File: config.mk
export PLATFORM = sky130hd
export DESIGN_NAME = fetch_buffer
export DESIGN_NICKNAME = d
export VERILOG_FILES = /design/src/rtl/fetch_buffer.sv
export SDC_FILE = /design/constraint.sdc
export NUM_CORES = 1
export LEC_CHECK = 0
export BUFFER_PORTS_ARGS = -buffer_cell sky130_fd_sc_hd__buf_2
export CAP_MARGIN = 20
export CORE_MARGIN = 2
export CORE_UTILIZATION = 50
export DETAILED_ROUTE_END_ITERATION = 16
export GPL_TIMING_DRIVEN = 0
export PLACE_DENSITY = 0.71
export SLEW_MARGIN = 10
export SYNTH_ARGS = -nofsm -noshare
export SYNTH_HDL_FRONTEND = slang
export SYNTH_SLANG_ARGS = --single-unit
File: constraint.sdc
create_clock -name clock -period 6.75 [get_ports clock]
set_clock_uncertainty 0.15 [all_clocks]
set_input_delay 0 -clock clock [delete_from_list [all_inputs] [get_ports clock]]
set_output_delay 0 -clock clock [all_outputs]
set_load 0.005 [all_outputs]
File: src/rtl/fetch_buffer.sv
// fetch_buffer: instruction queue between the fetch stage's imem interface
// and decode. Each returned word is stored with its fetch PC, and the oldest
// entry is presented to decode. Fetch is back-pressured when the queue is
// nearly full. All entries are discarded on a speculative redirect.
//
// Ports
//   clock      rising-edge clock
//   reset      synchronous active-low reset
//   in_pc      fetch PC of the word on in_rdata
//   in_rdata   instruction word returned by imem
//   in_ready   in_pc/in_rdata valid this cycle (push request)
//   in_clear   flush all entries (redirect); wins over push and pop
//   in_stall   downstream stall; blocks pop only
//   out_pc     PC of head entry (0 when empty)
//   out_instr  instruction of head entry (NOP when empty)
//   out_done   head entry valid
//   out_stall  fetch must not issue a new request
//   overflow   sticky: a push was dropped because the queue was full
module fetch_buffer #(
  parameter int unsigned DEPTH = 4,
  parameter logic [31:0] NOP   = 32'h0000_0013
) (
  input  logic        clock,
  input  logic        reset,
  input  logic [31:0] in_pc,
  input  logic [31:0] in_rdata,
  input  logic        in_ready,
  input  logic        in_clear,
  input  logic        in_stall,
  output logic [31:0] out_pc,
  output logic [31:0] out_instr,
  output logic        out_done,
  output logic        out_stall,
  output logic        overflow
);

  localparam int unsigned AW = $clog2(DEPTH);
  localparam int unsigned CW = AW + 1;

  logic [31:0]   pc_mem    [DEPTH];
  logic [31:0]   instr_mem [DEPTH];
  logic [AW-1:0] wptr;
  logic [AW-1:0] rptr;
  logic [CW-1:0] count;

  logic full;
  logic empty;
  logic push;
  logic pop;
  logic drop;

  assign full  = (count == CW'(DEPTH));
  assign empty = (count == '0);
  assign push  = in_ready & ~in_clear & ~full;
  assign pop   = ~in_stall & ~in_clear & ~empty;
  // A push arriving at full is lost even if a pop frees a slot the same cycle.
  assign drop  = in_ready & ~in_clear & full;

  // Pointer, occupancy and overflow state.
  always_ff @(posedge clock) begin
    if (!reset) begin
      wptr     <= '0;
      rptr     <= '0;
      count    <= '0;
      overflow <= 1'b0;
    end else begin
      if (drop) begin
        overflow <= 1'b1;
      end
      if (in_clear) begin
        wptr  <= '0;
        rptr  <= '0;
        count <= '0;
      end else begin
        if (push) begin
          wptr <= wptr + AW'(1);
        end
        if (pop) begin
          rptr <= rptr + AW'(1);
        end
        count <= count + CW'(push) - CW'(pop);
      end
    end
  end

  // Entry storage; contents need no reset since count gates visibility.
  always_ff @(posedge clock) begin
    if (reset && push) begin
      pc_mem[wptr]    <= in_pc;
      instr_mem[wptr] <= in_rdata;
    end
  end

  // Head presentation depends on registered state only.
  assign out_done  = ~empty;
  assign out_pc    = out_done ? pc_mem[rptr] : 32'h0;
  assign out_instr = out_done ? instr_mem[rptr] : NOP;
  // One imem response may already be in flight, so keep one slot in reserve.
  assign out_stall = (count >= CW'(DEPTH - 1));

endmodule

==> metrics <==
CP most frequent cell inv_1; final instance count without filler cells 987; Yosys reg bits 266; wire per inst 19.1 µm; share of cells above drive strength 1 0.350; critical path class reg2reg; Hold Buf Count CTS 70; met3 usage 0.0401; Gate Count Post-Synth 464; I/O pin count 136; Leak 4.50 nW; DRC errors left 0; M2 GR Usage 0.319; routability cong. 0.857; CP Capture Type flop; most crowded layer after global routing met2; worst hold path type in2reg; biggest area consumer among synthesized cells edfxtp_1; ys async rst share 0; clock transition at the registers of the reported paths 60 ps; Die Footprint 0.0217 mm²; Worst-Skew Late Latency 510 ps; vias in the first global route 5,702; fin nets 778; YS warnings 0; syn avg cell area 22.1 µm²; CP delay by family, top simple AND/OR/NAND/NOR gates; Synth top cells by count 256 x edfxtp_1, 62 x and2_1, 60 x mux4_2; worst ir drop on vdd 0.000273 V; Layout area overhead 25.5%; row count 52; met1 Use GR 0.220; WP data required 6990 ps; DP HPWL 11.3 mm; crit-path cells nor3b_1 > nor2_1 > inv_1 > ha_1 > inv_1 > ha_1 > inv_1 > fa_1 > xor2_1 > nor2_1; antenna-violating nets left 0; initial antenna violation count 0; CP Launch Type flop; synthesized cell area 0.0103 mm²; Initial Util 0.509; outcome finished clean; setup TNS 0 ps; Num CTS Buffers 26; dominant synthesized flop cell edfxtp_1; MaxCap Viol Count 0; synth top area cells edfxtp_1 75%, mux4_2 13%, and2_1 3.8%; Layout fillers 1,434; DR vias 5,136; clk sinks 266; Slew Limit Fails 0; CTS max path bufs 3; Final Cycle Share 0.361; Yosys top cell area share 0.748; CORE AREA 0.0202 mm²; Root Buffer clkbuf_16; Critical Path Fanout Max 6; Post-Syn Nets 541; number of synthesized flops with an enable pin 256; cell with the most instances after synthesis edfxtp_1; slowest stage cell on the critical path nor3b_1; synth unique cells 31; largest net degree at the start of global routing 39; FMAX 410 MHz; post-CTS setup buffer count 0; All-Layer GR Usage 0.177; DR vias/cell 5.20; Die Ht 147 µm; Final setup viols 0; drt first pass iters 4; register area share after synthesis 0.768; Storage cell area 0.00789 mm²; DRT Wirelength 18.9 mm; first-pass GRT wire length 29.9 mm; unrepaired setup endpoints after global routing no; total grt overflow 0; CP arrival 2680 ps; post-CTS sizing 0; transition time of the tightest slew-check pin 514 ps; CP peak stage delay 460 ps; Fin. Hold Viols 0; Post-Place Cells 873; initial DRC count 245; Pwr per Cell Area 259 mW/mm²; footprint of the multi-input gates 0.00219 mm²; worst path bufs/invs 3; I/O Buffers 135; H-tree Lvls 1; ant diodes 0; Final min period 2440 ps; CTS tree done; slew margin rel. 0.657; Die X 147 µm
-- registers in the layout, indices dropped and copies added, names as in the netlist, named ones only --
register   cells
count          3
rptr           2
pc_mem       128
wptr           2
overflow       1
instr_mem    128
-- per-layer routing --
metal	vias up	share of wire
li1	2356	-
met5	-	0
met3	27	0.059
met1	2604	0.41
met4	0	0.016
met2	149	0.51
-- cell type report --
type / count / area share
timing repair buffer: 209 / 0.114
sequential: 266 / 0.612
buffer: 20 / 0.0147
clock buffer: 34 / 0.0545
multi-input combinational: 171 / 0.170
inverter: 7 / 0.00204
tap: 270 / 0.0262
clock inverter: 10 / 0.00718
-- power breakdown --
part           internal [mW]  switching (mW)  leakage (nW)
Clock                  0.799           0.546         0.386
Combinational         0.0864          0.0739          1.72
Sequential              1.83         0.00431          2.39
-- metrics by stage --
stage / setup WS [ps] / utilization / power [mW] / hold WS, ps / instance area (µm²)
CTS: 4310 / 0.639 / 3.37 / 59.7 / 12900
global route: 4150 / 0.639 / 3.44 / 74.8 / 12900
finish: 4310 / 0.639 / 3.34 / 88.9 / 12900
detailed placement: 4320 / 0.565 / 2.00 / 65.9 / 11400
floorplan: 3880 / - / 1.92 / -51.1 / 10300
global placement: 2580 / 0.559 / 1.99 / 58.3 / 11300
-- path summary, 6_finish.rpt --
path	endpoint	cells past startpoint	start	slack [ps]
setup / recovery	count[2]	10	count[1]	4310
hold / removal	instr_mem[3][3]	2	in_rdata[3]	90
setup reg to reg	count[2]	10	count[1]	4310
hold reg to reg	rptr[1]	2	rptr[1]	370
-- cells by family (layout without fill, tap and decap cells) --
| logic type | after synthesis | in the layout | share of synthesized area |
|---|---|---|---|
| DFF | 266 | 266 | 0.768 |
| and+or+nand+nor | 88 | 88 | 0.0529 |
| muxes | 64 | 64 | 0.142 |
| buffers and inverters | 27 | 280 | 0.0210 |
| AOI/OAI and AO/OA | 10 | 10 | 0.00512 |
| adders and majority gates | 8 | 8 | 0.0105 |
| xor gates and xnor gates | 1 | 1 | 0.000853 |
-- layout by cell type, fill, tap and decap left out, drive strengths merged, types with 2 or more instances in the layout --
cell type and n:
and3 4, edfxtp 256, and2 62, nor3 2, nor2 3, ha 7
nor2b 3, dlygate4sd3 70, mux4 64, a21oi 5, nand3 2, o21ai 4
clkbuf 41, bufinv 2, or2 3, inv 7, clkinv 8, buf 152
dfxtp 10, nand2b 3, nand2 2
Power figures use the tool's default switching activity.
